### src/rtl/c4_pkg.sv
// c4_pkg: shared Connect 4 constants, column type and move-input FSM states
package c4_pkg;
    localparam int NUM_COLS_DEFAULT = 7;
    localparam int NUM_ROWS = 6;
    typedef logic [2:0] col_t;
    typedef enum logic [1:0] {IDLE, CHECK, ISSUE, WAIT_REL} in_state_t;
endpackage

### src/rtl/c4_debounce.sv
// c4_debounce: 2-flop synchroniser plus stable-for-CYCLES filter on a WIDTH-bit vector
module c4_debounce #(
    parameter int WIDTH  = 1,
    parameter int CYCLES = 4
) (
    input  logic             clk,
    input  logic             rst_n,
    input  logic [WIDTH-1:0] raw,
    output logic [WIDTH-1:0] stable,
    output logic             settled
);
    localparam int CW = $clog2(CYCLES);
    logic [WIDTH-1:0] s1, s2, cand;
    logic [CW-1:0]    cnt;
    // settled marks that at least one value has been committed since reset
    always_ff @(posedge clk or negedge rst_n) begin
        if (!rst_n) begin
            s1      <= '0;
            s2      <= '0;
            cand    <= '0;
            cnt     <= '0;
            stable  <= '0;
            settled <= 1'b0;
        end else begin
            s1 <= raw;
            s2 <= s1;
            if (s2 != cand) begin
                cand <= s2;
                cnt  <= '0;
            end else if (cnt == CW'(CYCLES - 1)) begin
                stable  <= cand;
                settled <= 1'b1;
            end else begin
                cnt <= cnt + 1'b1;
            end
        end
    end
endmodule

### src/rtl/c4_move_input.sv
// c4_move_input: debounced column/drop-key front end issuing one validated column-drop
// command per press over a valid/ready handshake
module c4_move_input
    import c4_pkg::*;
#(
    parameter int DEBOUNCE_CYCLES = 1000000,
    parameter int NUM_COLS        = NUM_COLS_DEFAULT
) (
    input  logic                CLOCK_50,
    input  logic                resetn,
    input  logic [2:0]          col_sw,
    input  logic                drop_key_n,
    input  logic [NUM_COLS-1:0] col_full,
    input  logic                move_ready,
    output logic                move_valid,
    output logic [2:0]          move_col,
    output logic                move_reject,
    output logic [2:0]          col_preview
);
    logic      key_db, key_settled, col_settled, key_q, armed, press, bad;
    col_t      col_db, col_q;
    logic [7:0] full_ext;
    in_state_t state, state_d;

    c4_debounce #(.WIDTH(1), .CYCLES(DEBOUNCE_CYCLES)) u_key (
        .clk(CLOCK_50), .rst_n(resetn), .raw(~drop_key_n),
        .stable(key_db), .settled(key_settled)
    );

    c4_debounce #(.WIDTH(3), .CYCLES(DEBOUNCE_CYCLES)) u_col (
        .clk(CLOCK_50), .rst_n(resetn), .raw(col_sw),
        .stable(col_db), .settled(col_settled)
    );

    // columns at or beyond NUM_COLS read as permanently full
    assign full_ext   = 8'(col_full) | ~8'((1 << NUM_COLS) - 1);
    assign bad        = full_ext[col_q];
    // a press only counts once the key has been seen settled-released after reset
    assign press      = key_db & ~key_q & armed;
    assign move_valid = state == ISSUE;
    assign move_col   = col_q;

    always_comb begin
        state_d = state;
        unique case (state)
            IDLE:     state_d = press ? CHECK : IDLE;
            CHECK:    state_d = bad ? WAIT_REL : ISSUE;
            ISSUE:    state_d = move_ready ? WAIT_REL : ISSUE;
            WAIT_REL: state_d = key_db ? WAIT_REL : IDLE;
        endcase
    end

    always_ff @(posedge CLOCK_50 or negedge resetn) begin
        if (!resetn) begin
            state       <= IDLE;
            key_q       <= 1'b0;
            armed       <= 1'b0;
            col_q       <= '0;
            move_reject <= 1'b0;
            col_preview <= '0;
        end else begin
            state       <= state_d;
            key_q       <= key_db;
            armed       <= armed | (key_settled & col_settled & ~key_db);
            col_q       <= (state == IDLE && press) ? col_db : col_q;
            move_reject <= state == CHECK && bad;
            col_preview <= col_db;
        end
    end
endmodule

### config.mk
export PLATFORM = sky130hd
export DESIGN_NAME = c4_move_input
export DESIGN_NICKNAME = d
export VERILOG_FILES = /design/src/rtl/c4_pkg.sv /design/src/rtl/c4_debounce.sv /design/src/rtl/c4_move_input.sv
export SDC_FILE = /design/constraint.sdc
export NUM_CORES = 1
export LEC_CHECK = 0
export ABC_CLOCK_PERIOD_IN_PS = 2100
export CAP_MARGIN = 20
export CORE_MARGIN = 2
export CORE_UTILIZATION = 45
export DETAILED_ROUTE_END_ITERATION = 10
export PLACE_DENSITY = 0.72
export SYNTH_ARGS = -nofsm -noshare
export SYNTH_HDL_FRONTEND = slang
export SYNTH_HIERARCHICAL = 1
export SYNTH_SLANG_ARGS = --single-unit
### constraint.sdc
create_clock -name CLOCK_50 -period 2.1 [get_ports CLOCK_50]
set_input_delay 0.21 -clock CLOCK_50 [delete_from_list [all_inputs] [get_ports CLOCK_50]]
set_output_delay 0.21 -clock CLOCK_50 [all_outputs]
set_load 0.02 [all_outputs]
# After elaboration in Yosys (flattened, before gate mapping)

Cells that the tools add are included.

Output and inout bits: 8
Register bits after elaboration: 69
Logic and storage cells: 56

Multiplexer cells: 11
Equal/unequal tests: 9
$add $sub $neg: 2
Order comparisons: 1
Bitwise operators: 10
Reduce and logical (&&, ||, !) cells: 5

Operators by type and width:

| kind                                                                          | count |
|---|---|
| 20-bit two-way mux                                                            | 4 |
| 20-bit by 1-bit adder with 20-bit output (second input constant)              | 2 |
| 20-bit == test (second input constant)                                        | 2 |
| 2-bit case mux with 4 select lines                                            | 1 |
| 1-bit inverter                                                                | 5 |
| 1-bit AND                                                                     | 4 |
| 2-bit == test (second input constant)                                         | 2 |
| 3-bit by 4-bit less-than comparator with 1-bit output (second input constant) | 1 |
| 1-bit two-way mux                                                             | 4 |
| 2-bit by 1-bit inequality test with 1-bit output (second input constant)      | 2 |
| 2-bit AND reduction                                                           | 2 |
| 1-bit binary-select mux with 3-bit select                                     | 1 |
| 3-bit inequality test                                                         | 1 |
| 2-bit by 1-bit == test with 1-bit output (second input constant)              | 1 |
| 1-bit logical AND                                                             | 2 |
| 2-bit zero test                                                               | 1 |
| 2-bit two-way mux                                                             | 1 |
| 1-bit inequality test                                                         | 1 |
| 1-bit OR                                                                      | 1 |

# Longest topological paths before layout

Depth in word-level cells: 5
Gate-level depth with buffers: 6
Gate-level depth less buffers: 5

# Cells and area by module

Netlist, hierarchy kept.

By module, submodules not included:

| module               | area an instance (µm²) | instances | cells each |
|---|---|---|---|
| c4_debounce at u_col | 1525.2                 | 1         | 138 |
| c4_debounce at u_key | 1227.4                 | 1         | 113 |
| c4_move_input        | 469.2                  | 1         | 35 |

# Worst setup path before layout

No wires, ideal clock.

Kind: register -> register
Start point: register u_col.cnt[13]
End point: register u_col.stable[0]
Period minus slack after synthesis: 1.867 ns
Library setup time: 0.125 ns
Slack: 0.233 ns
Buffers on the path: 0
Arrival time: 1.742 ns
Stages on the path, launching flop included: 5
Cell sequence: dfrtp_1 or4_4 nor4_4 and3_4 mux2_4

Word-level cells in the longest chain between the ends: 2

Ends and longest elaborated chain:

| element                       | RTL line          | RTL |
|---|---|---|
| from (decl)                   | c4_debounce.sv:14 | `logic [CW-1:0] cnt;` |
| from (signal assigned)        | c4_debounce.sv:34 | `cnt <= cnt + 1'b1;` |
| 20-bit == test                | c4_debounce.sv:30 | `end else if (cnt == CW'(CYCLES - 1)) begin` |
| 2-bit AND reduction (no line) | n/a               |  |
| to (signal assigned)          | c4_debounce.sv:31 | `stable <= cand;` |
| to (decl)                     | c4_debounce.sv:9  | `output logic [WIDTH-1:0] stable,` |

Every way passes these cells.
A chain may end at the register's enable or synchronous reset.

# Worst setup path after layout

Start point: register u_col.cnt[0]
End point: register u_col.stable[1]

The elaborated chain is that of the path after synthesis.

==> impl_metrics.yaml <==
setup_path:
  worstSetupStartpointType: "flop"
  ff2ff_setup_slack_ns: 0.18
  worst-setup-path-type: "flop to flop"
  crit_path_max_delay_family: "simple AND/OR/NAND/NOR gates"
  critical_path_s_largest_stage_delay_ns: 0.40
  r2r-start: "u_col/cnt[0]"
  cp.required_ns: 2.32
  worstPathMaxFanout: 10
  reg2reg_depth: 5
  path_cells: "ha_1 > and3_1 > and2_1 > and3_4 > mux2_4"
  worstPathArrival_ns: 2.14
  reg2reg_to: "u_col/stable[1]"
  critical_path.slowest_cell: "dfrtp_1"
  crit_buf_inv: 0
  setup.worst_path.end_class: "flop"
final_layout:
  layout.filler_cells: 603
  drive_above_1_share_pct: 16.6
  final_cell_area_um2: 3820
  syn_to_final_growth_pct: 18.6
  fin_nets: 330
  inserted_diodes: 0
drt:
  drt_first_pass_iters: 4
  route.detailed.vias_per_inst: 5.30
  first_iter_violations: 48
  drc: 0
  detail-route-antenna-nets: 0
  vias: 2201
  avg_wl_per_cell_um: 13.6
  route.final.wire_length_um: 5660
sta:
  timing.final.crit_period_ns: 1.92
  final_min_period_over_clock_period_pct: 91.6
  fin_tns_setup_ns: 0
  fmaxAchievable_mhz: 520
  hold_viol: 0
  setup_viol: 0
  grt_setup_unrepaired: "no"
  maxSlewHeadroom_pct: 59.2
  worst-slew-pin-transition_ns: 0.608
  final-max-slew-violation-count: 0
  timing.clock.skew_ns: 0.00476
clock_network:
  tritoncts_num_sinks: 69
  cts_tree: "yes"
  post-cts-setup-buffer-count: 0
  cts-root-buf: "clkbuf_8"
  clk_pin_slew_worst_paths_ns: 0.07
  cts-root-to-sink-buffers: 2
  cts_made_buffers: 9
  cts_htree_levels: 3
  worst_skew_pair.late_latency_ns: 0.33
  postCtsResizedCells: 0
die:
  die-area_um2: 7850
  die-width_um: 88.6
  ports_placed_on_the_boundary: 22
  core.rowCount: 30
  starting_utilization_of_the_core_area_pct: 46.9
  core_area_um2: 6870
  die_height_um: 88.6
synthesis:
  postSynthNetCount: 302
  synth-edff-count: 0
  yosysTopAreaCellShare_pct: 53.6
  synthMostInstantiatedCell: "dfrtp_1"
  synth.largest_area_cell: "dfrtp_1"
  postSynth.topFlopCell: "dfrtp_1"
  synth_area_um2: 3220
  synth_seq_cells: 69
  netlist_top_cells_count: "69 x dfrtp_1, 18 x a21oi_1, 15 x nand2_1, 14 x nor2_1, 14 x xor2_1"
  synth.yosys.seq_area_share_pct: 53.6
  synth.area.top_cells: "dfrtp_1 54%, xor2_1 3.8%, a21oi_1 2.8%"
  postSynth.asyncResetShare_pct: 100
  synthesis.yosys.warnings: 6
  synthDistinctLibCells: 57
  syn_inst: 286
  synthesis.area_per_instance_um2: 11.3
global_route:
  grt_usage_pct: 16.2
  via_count_of_the_first_global_routing_pass: 2111
  pin_count_of_the_biggest_net_entering_global_routing: 70
  grt_remaining_overflow: 0
  global_route_wire_length_before_repair_um: 9780
  antenna_found_initial: 0
pwr:
  leakage_nw: 1.62
  power.ir.vdd_worst_mv: 0.459
  p_per_area_nw_per_um2: 744
place:
  gp_congestion: 0.794
  placement.cell_area_um2: 3550
  dp_hpwl_um: 3880
  numPortBuffers: 21
status:
  outcome: "finished clean"
min_path:
  min_from: "col_sw[1]"
  worstHoldPathCells: 1
  hp-class: "input port to flop"
  worst_hold_path.endpoint: "u_col/s1[1]"
flow_run:
  max_cap_violations: 0
-- worst max path at each step --
| stage | depth (start not counted) | startpoint | slack, ns | end |
|---|---|---|---|---|
| after floorplan | 4 | u_col/cnt[13] | 0.23 | u_col/stable[0] |
| after global placement | 4 | u_col/cnt[13] | 0.22 | u_col/stable[2] |
| after detailed placement | 4 | u_col/cnt[13] | 0.21 | u_col/stable[2] |
| after CTS | 4 | u_key/cnt[10] | 0.19 | u_key/cnt[13] |
| after global routing | 5 | u_col/cnt[0] | 0.06 | u_col/stable[2] |
| final | 5 | u_col/cnt[0] | 0.18 | u_col/stable[1] |
-- flip-flops by register name, summed over array words and instances (netlist names) --
name,cells
move_reject,1
u_key/stable,1
u_key/s2,1
u_col/s2,3
key_q,1
col_preview,3
armed,1
u_col/stable,3
u_col/settled,1
u_col/s1,3
u_key/s1,1
u_key/settled,1
u_col/cnt,20
u_col/cand,3
u_key/cand,1
state,2
u_key/cnt,20
move_col,3
-- layout make-up --
cell class	instances	area (um^2)	share of cell area, %
Sequential cell	69	1730	45.2
Multi-Input combinational cell	201	1420	37.2
Timing Repair Buffer	29	280	7.33
Clock buffer	11	151	3.96
Tap cell	96	120	3.14
Clock inverter	5	106	2.78
Inverter	4	15.0	0.393
-- per-stage QoR --
| stage | util [%] | std cells | total power (W) | hold slack (ns) | setup WS [ns] |
|---|---|---|---|---|---|
| 6_report | 55.6 | 415 | 0.00284 | 0.313 | 0.177 |
| 5_1_grt | 55.6 | 415 | 0.00297 | 0.297 | 0.0612 |
| 4_1_cts | 55.6 | 415 | 0.00288 | 0.296 | 0.186 |
| 3_5_place_dp | 51.7 | 398 | 0.00152 | 0.263 | 0.206 |
| 3_3_place_gp | 51.7 | 398 | 0.00152 | 0.259 | 0.217 |
| 2_1_floorplan | - | 286 | 0.00145 | -0.0856 | 0.233 |
-- cell families after synthesis --
| group | count (synthesis) | share of synthesized area (%) |
|---|---|---|
| AND/OR/NAND/NOR | 111 | 22.0 |
| flip-flops | 69 | 53.6 |
| AO/OA/AOI/OAI | 58 | 11.7 |
| XOR/XNOR | 19 | 5.17 |
| buffers and inverters | 16 | 2.29 |
| multiplexers | 11 | 4.47 |
| adder cells (fa/ha/maj) | 2 | 0.777 |
-- metal layers --
layer	GRT usage, %	part of all wire [%]	wire length (um)	vias to the layer above
met1	21.8	48	2720	1062
met5	0	0	0	-
met2	25.4	48	2720	18
met4	4.55	0.74	42	0
li1	-	-	-	1116
met3	5.32	2.9	166	5
-- report_power, final --
group / internal, W / switching [W]
Combinational: 0.0000547 / 0.0000696
Sequential: 0.00135 / 0.0000201
Clock: 0.000856 / 0.000492
-- repair_timing --
action | CTS | global route
endpoints found under the hold margin | 69 | 0
hold buffers | 1 | 0
setup endpoints to repair | 0 | 0
-- layout by cell type (no fill, tap or decap), types with 6 or more instances in the layout --
cell type / synthesis / routed
o21ai_0: 12 / 12
or4_1: 6 / 6
nand3_1: 13 / 13
and3_1: 6 / 6
o31ai_1: 6 / 6
a21oi_1: 18 / 18
xor2_1: 14 / 14
nand4_1: 13 / 13
buf_4: 1 / 6
clkdlybuf4s50_1: 0 / 20
dfrtp_1: 69 / 69
clkbuf_8: 0 / 11
nor2_1: 14 / 14
nand2_1: 15 / 15
Power figures use the tool's default switching activity.
